===== src/rtl/soc_mem_arbiter.sv =====
// Two-master arbiter sharing one single-port synchronous RAM between the
// instruction-fetch port (read-only) and the load/store port (read/write).
module soc_mem_arbiter #(
  parameter int AW         = 32,
  parameter int MEM_LAT    = 1,
  parameter int PRIO_LS    = 1,
  parameter int STARVE_MAX = 3
) (
  input  logic          iCLK,
  input  logic          iRST,
  input  logic          iIF_REQ,
  input  logic [AW-1:0] iIF_ADDR,
  output logic          oIF_GNT,
  output logic          oIF_RVALID,
  output logic [31:0]   oIF_RDATA,
  input  logic          iLS_REQ,
  input  logic          iLS_WE,
  input  logic [3:0]    iLS_BE,
  input  logic [AW-1:0] iLS_ADDR,
  input  logic [31:0]   iLS_WDATA,
  output logic          oLS_GNT,
  output logic          oLS_RVALID,
  output logic [31:0]   oLS_RDATA,
  output logic          oMEM_EN,
  output logic          oMEM_WE,
  output logic [3:0]    oMEM_BE,
  output logic [AW-3:0] oMEM_ADDR,
  output logic [31:0]   oMEM_WDATA,
  input  logic [31:0]   iMEM_RDATA
);

  typedef enum logic {OWN_IF = 1'b0, OWN_LS = 1'b1} owner_e;

  localparam logic [3:0] STARVE_LIM = 4'(STARVE_MAX);

  logic [3:0]         starve_cnt;
  owner_e             rr_next;
  logic [MEM_LAT-1:0] pipe_vld;
  owner_e             pipe_own [MEM_LAT];
  logic [31:0]        if_hold;
  logic [31:0]        ls_hold;
  logic               if_win;
  logic               if_resp;
  logic               ls_resp;
  logic               unused_addr_bits;

  assign unused_addr_bits = ^{iIF_ADDR[1:0], iLS_ADDR[1:0]};

  // Grants are masked by reset so every output reads 0 while iRST is low.
  always_comb begin
    // NOTE: every always_comb output gets a default first so no path infers a latch.
    if_win = iIF_REQ;
    if (iIF_REQ && iLS_REQ) begin
      if (PRIO_LS != 0) if_win = (starve_cnt == STARVE_LIM);
      else              if_win = (rr_next == OWN_IF);
    end
    oIF_GNT = if_win & iRST;
    oLS_GNT = iLS_REQ & ~if_win & iRST;
  end

  always_comb begin
    oMEM_EN    = oIF_GNT | oLS_GNT;
    oMEM_WE    = 1'b0;
    oMEM_BE    = 4'h0;
    oMEM_ADDR  = '0;
    oMEM_WDATA = 32'h0;
    if (oLS_GNT) begin
      oMEM_WE    = iLS_WE;
      oMEM_BE    = iLS_WE ? iLS_BE : 4'hF;
      oMEM_ADDR  = iLS_ADDR[AW-1:2];
      oMEM_WDATA = iLS_WDATA;
    end else if (oIF_GNT) begin
      oMEM_BE    = 4'hF;
      oMEM_ADDR  = iIF_ADDR[AW-1:2];
    end
  end

  assign if_resp = pipe_vld[MEM_LAT-1] && (pipe_own[MEM_LAT-1] == OWN_IF);
  assign ls_resp = pipe_vld[MEM_LAT-1] && (pipe_own[MEM_LAT-1] == OWN_LS);

  // The owner sees live RAM data on its return cycle; otherwise the last word is held.
  assign oIF_RVALID = if_resp;
  assign oLS_RVALID = ls_resp;
  assign oIF_RDATA  = if_resp ? iMEM_RDATA : if_hold;
  assign oLS_RDATA  = ls_resp ? iMEM_RDATA : ls_hold;

  always_ff @(posedge iCLK or negedge iRST) begin
    if (!iRST) begin
      // NOTE: the response pipe is ordinary flops, so it is cleared here; in-flight reads are dropped.
      starve_cnt <= 4'h0;
      rr_next    <= OWN_IF;
      pipe_vld   <= '0;
      for (int i = 0; i < MEM_LAT; i++) pipe_own[i] <= OWN_IF;
      if_hold    <= 32'h0;
      ls_hold    <= 32'h0;
    end else begin
      // NOTE: sequential state uses non-blocking assignments only.
      if (iIF_REQ && !oIF_GNT)
        starve_cnt <= (starve_cnt == STARVE_LIM) ? starve_cnt : starve_cnt + 4'h1;
      else
        starve_cnt <= 4'h0;

      if (oIF_GNT)      rr_next <= OWN_LS;
      else if (oLS_GNT) rr_next <= OWN_IF;

      pipe_vld[0] <= oMEM_EN && !oMEM_WE;
      pipe_own[0] <= oLS_GNT ? OWN_LS : OWN_IF;
      for (int i = 1; i < MEM_LAT; i++) begin
        pipe_vld[i] <= pipe_vld[i-1];
        pipe_own[i] <= pipe_own[i-1];
      end

      if (if_resp) if_hold <= iMEM_RDATA;
      if (ls_resp) ls_hold <= iMEM_RDATA;
    end
  end

endmodule

===== config.mk =====
export PLATFORM = sky130hd
export DESIGN_NAME = soc_mem_arbiter
export DESIGN_NICKNAME = d
export VERILOG_FILES = /design/src/rtl/soc_mem_arbiter.sv
export SDC_FILE = /design/constraint.sdc
export NUM_CORES = 1
export LEC_CHECK = 0
export ABC_CLOCK_PERIOD_IN_PS = 2400
export CAP_MARGIN = 10
export CORE_MARGIN = 3
export CORE_UTILIZATION = 33
export DETAILED_ROUTE_END_ITERATION = 8
export GPL_TIMING_DRIVEN = 0
export PLACE_DENSITY = 0.85
export SKIP_LAST_GASP = 1
export SLEW_MARGIN = 5
export SYNTH_ARGS = -nofsm -noshare
export SYNTH_HDL_FRONTEND = slang
export SYNTH_SLANG_ARGS = --single-unit
export TNS_END_PERCENT = 10

===== constraint.sdc =====
create_clock -name iCLK -period 2.4 [get_ports iCLK]
set_input_delay 0.48 -clock iCLK [delete_from_list [all_inputs] [get_ports iCLK]]
set_output_delay 0.48 -clock iCLK [all_outputs]
set_load 0.02 [all_outputs]

==> results.md <==
- Post-synth EDFFs: 0
- Synthesized instance count: 246
- GRT Resource Usage Total: 21.2%
- Initial antenna violation count: 0
- Flop and latch count out of synthesis: 70
- Post-synth top cells: dfrtp_1 (70), mux2_2 (65), and2_1 (33), a22o_1 (30), buf_2 (9)
- Synth unique cells: 21
- Status: complete, but fails checks
- Routed length on met1: 4080 um
- Max incr delay on CP: 0.57 ns
- Post-DR wirelength/cell: 18.1 um
- Vias in the first global route: 3,263
- CP Cell Sequence: nand2_2 -> buf_4 -> mux2_2 -> clkdlybuf4s50_1
- Die H: 106 um
- Synth area leaders: dfrtp_1 (54%), mux2_2 (22%), a22o_1 (8.0%)
- Critical Path Sink Type: output port
- Post-route ant nets: 0
- First-pass GRT wire length: 18,200 um
- Row count: 35
- Routed via count: 3,078
- TritonCTS Buffers: 9
- Maximum fanout along the worst path: 10
- Iteration-0 DRC count of the detailed router: 54
- Ys flop type: dfrtp_1
- Worst Setup Start Kind: register
- CTS Root Cell: clkbuf_8
- Net Count, Synth: 384
- Hold Crit Class: in -> async
- Post-layout util: 65.8%
- CP Data Required Time: 1.92 ns
- I/O pins: 273
- Area after DPL: 0.00611 sq mm
- Failing checks: setup timing
- Final GP Congestion: 0.778
- Min Hold Slack: 0.0899 ns
- Nets: 669
- Wire length on met2: 6480 um
- Crit path buf inv count: 2
- Count leader, synth: dfrtp_1
- Sink Count: 70
- Chip width: 106 um
- Yosys warnings: 0
- PortBufs: 268
- Final Instance Area: 0.00620 sq mm
- Sequential area share after synthesis: 53.6%
- MaxCap Viol Count: 0
- Hold-fix buffers at CTS: 0
- Dpl ws: -0.922 ns
- Crit path DAT: 2.03 ns
- Overflow after GRT: 0
- Area grow syn2layout: 89.7%
- Pwr Total: 0.00418 W
- Vias/cell: 4.64
- CTS tree: built
- Reg clk slew, reported paths: 0.07 ns
- CP Class: reg -> out
- Final Skew: 0.00687 ns
- Post-route worst setup slack: -0.107 ns
- Area leader, netlist: dfrtp_1
- Synth top area share: 53.6%
- Post-route DRC violation count: 0
- Tmin final: 2.51 ns
- RSZ-0062 raised after global routing: true
- Clock Latency Late Sink: 0.33 ns
- CTS max path bufs: 2
- Largest net degree at the start of global routing: 74
- Core area: 0.00942 sq mm
- Max layer used: met4
- Final Max Slew Viols: 0
- Relative slew slack: 65.4%
- Met3 wire len: 964 um
- Starting Density: 34.7%
- Share of cells above drive strength 1: 32.0%
- N_diodes: 0
- H-tree levels: 3
- Final period util: 104%
- Final setup fails: 101
- PwrDens: 674 mW/mm^2
- DR pass1 iterations: 4
- P_leak: 2.90 nW
- Endpoints failing hold: 0
- Synthesized area per cell: 13.3 sq um
- Fmax: 0.399 GHz
- Slowest CP cell: clkdlybuf4s50_1
- CP top delay family: buffers and inverters
- Ys async rst share: 100%
- Worst-margin pin slew: 0.519 ns
- Peak supply drop: 0.253 mV
- Total die area: 0.0111 sq mm
- Synthesized area: 0.00327 sq mm
- Final WL: 12,000 um
- Post-DP HPWL: 10,100 um
[logic make-up (layout without fill, tap and decap cells)]
logic type,Yosys count,after routing,synth area share (%)
AOI/OAI and AO/OA,39,39,9.95
and+or+nand+nor,48,48,9.34
xor gates and xnor gates,2,2,0.536
adders and majority gates,1,1,0.383
buffers and inverters,21,310,3.79
DFF,70,70,53.6
muxes,65,65,22.4
[routing by layer]
metal | vias up | track usage [%]
met5 | - | 0
met4 | 0 | 9.34
met2 | 156 | 39.4
met1 | 1455 | 21.2
li1 | 1440 | -
met3 | 27 | 6.98
[path summary, 6_finish.rpt]
| kind | start | endpoint | slack [ns] | cells past startpoint |
|---|---|---|---|---|
| worst max register to register | starve_cnt[0]$_DFFE_PN0P_ | starve_cnt[1]$_DFFE_PN0P_ | 0.81 | 5 |
| worst min register to register | if_hold[5]$_DFF_PN0_ | if_hold[5]$_DFF_PN0_ | 0.49 | 1 |
| min in group iCLK | if_hold[5]$_DFF_PN0_ | if_hold[5]$_DFF_PN0_ | 0.49 | 1 |
| worst max-delay path | pipe_own$_DFF_PN0_ | oLS_RDATA[30] | -0.11 | 4 |
| worst min-delay path | iRST | ls_hold[17]$_DFF_PN0_ | 0.09 | 1 |
| max in group asynchronous | iRST | ls_hold[29]$_DFF_PN0_ | 1.94 | 1 |
[where the power goes]
group | switching (W) | internal [W]
logic | 0.000864 | 0.000875
registers | 0.0000623 | 0.00145
clock network | 0.000430 | 0.000504
[area by class of cell]
class                           count  area, sq um
Buffer                             16          133
Clock buffer                       10          138
Clock inverter                      5         58.8
Fill cell                         756         3220
Inverter                            5         26.3
Multi-Input combinational cell    155         1400
Sequential cell                    70         1750
Tap cell                          129          161
Timing Repair Buffer              274         2530
[cells in the final DEF (no fill, tap or decap), types with 2 or more instances in the layout]
master and instances:
xnor2_1 2, buf_4 18, mux2_2 65, o21ai_0 7, clkbuf_8 10, and2_1 33
nand2_1 2, nor2b_1 5, buf_6 4, dlymetal6s2s_1 13, dfrtp_1 70, and3_1 4
clkinvlp_4 2, a22o_1 30, clkdlybuf4s15_2 19, inv_1 3, dlygate4sd2_1 38, buf_2 41
clkdlybuf4s50_1 154
[metrics by stage]
stage / instances / setup TNS (ns)
finish: 664 / -4.71
global route: 664 / -16.07
CTS: 664 / -10.04
detailed placement: 643 / -60.87
global placement: 643 / -319.51
floorplan: 246 / 0
[what timing repair did]
action,CTS,global route
endpoints found under the setup margin,135,132
setup buffers,6,0
pin swaps,3,0
gates resized for setup,293,13
[sequential cells by signal (all words and copies together), names as in the netlist]
name        flops
if_hold        32
ls_hold        32
pipe_own        1
pipe_vld        1
starve_cnt      4
Power figures use the tool's default switching activity.
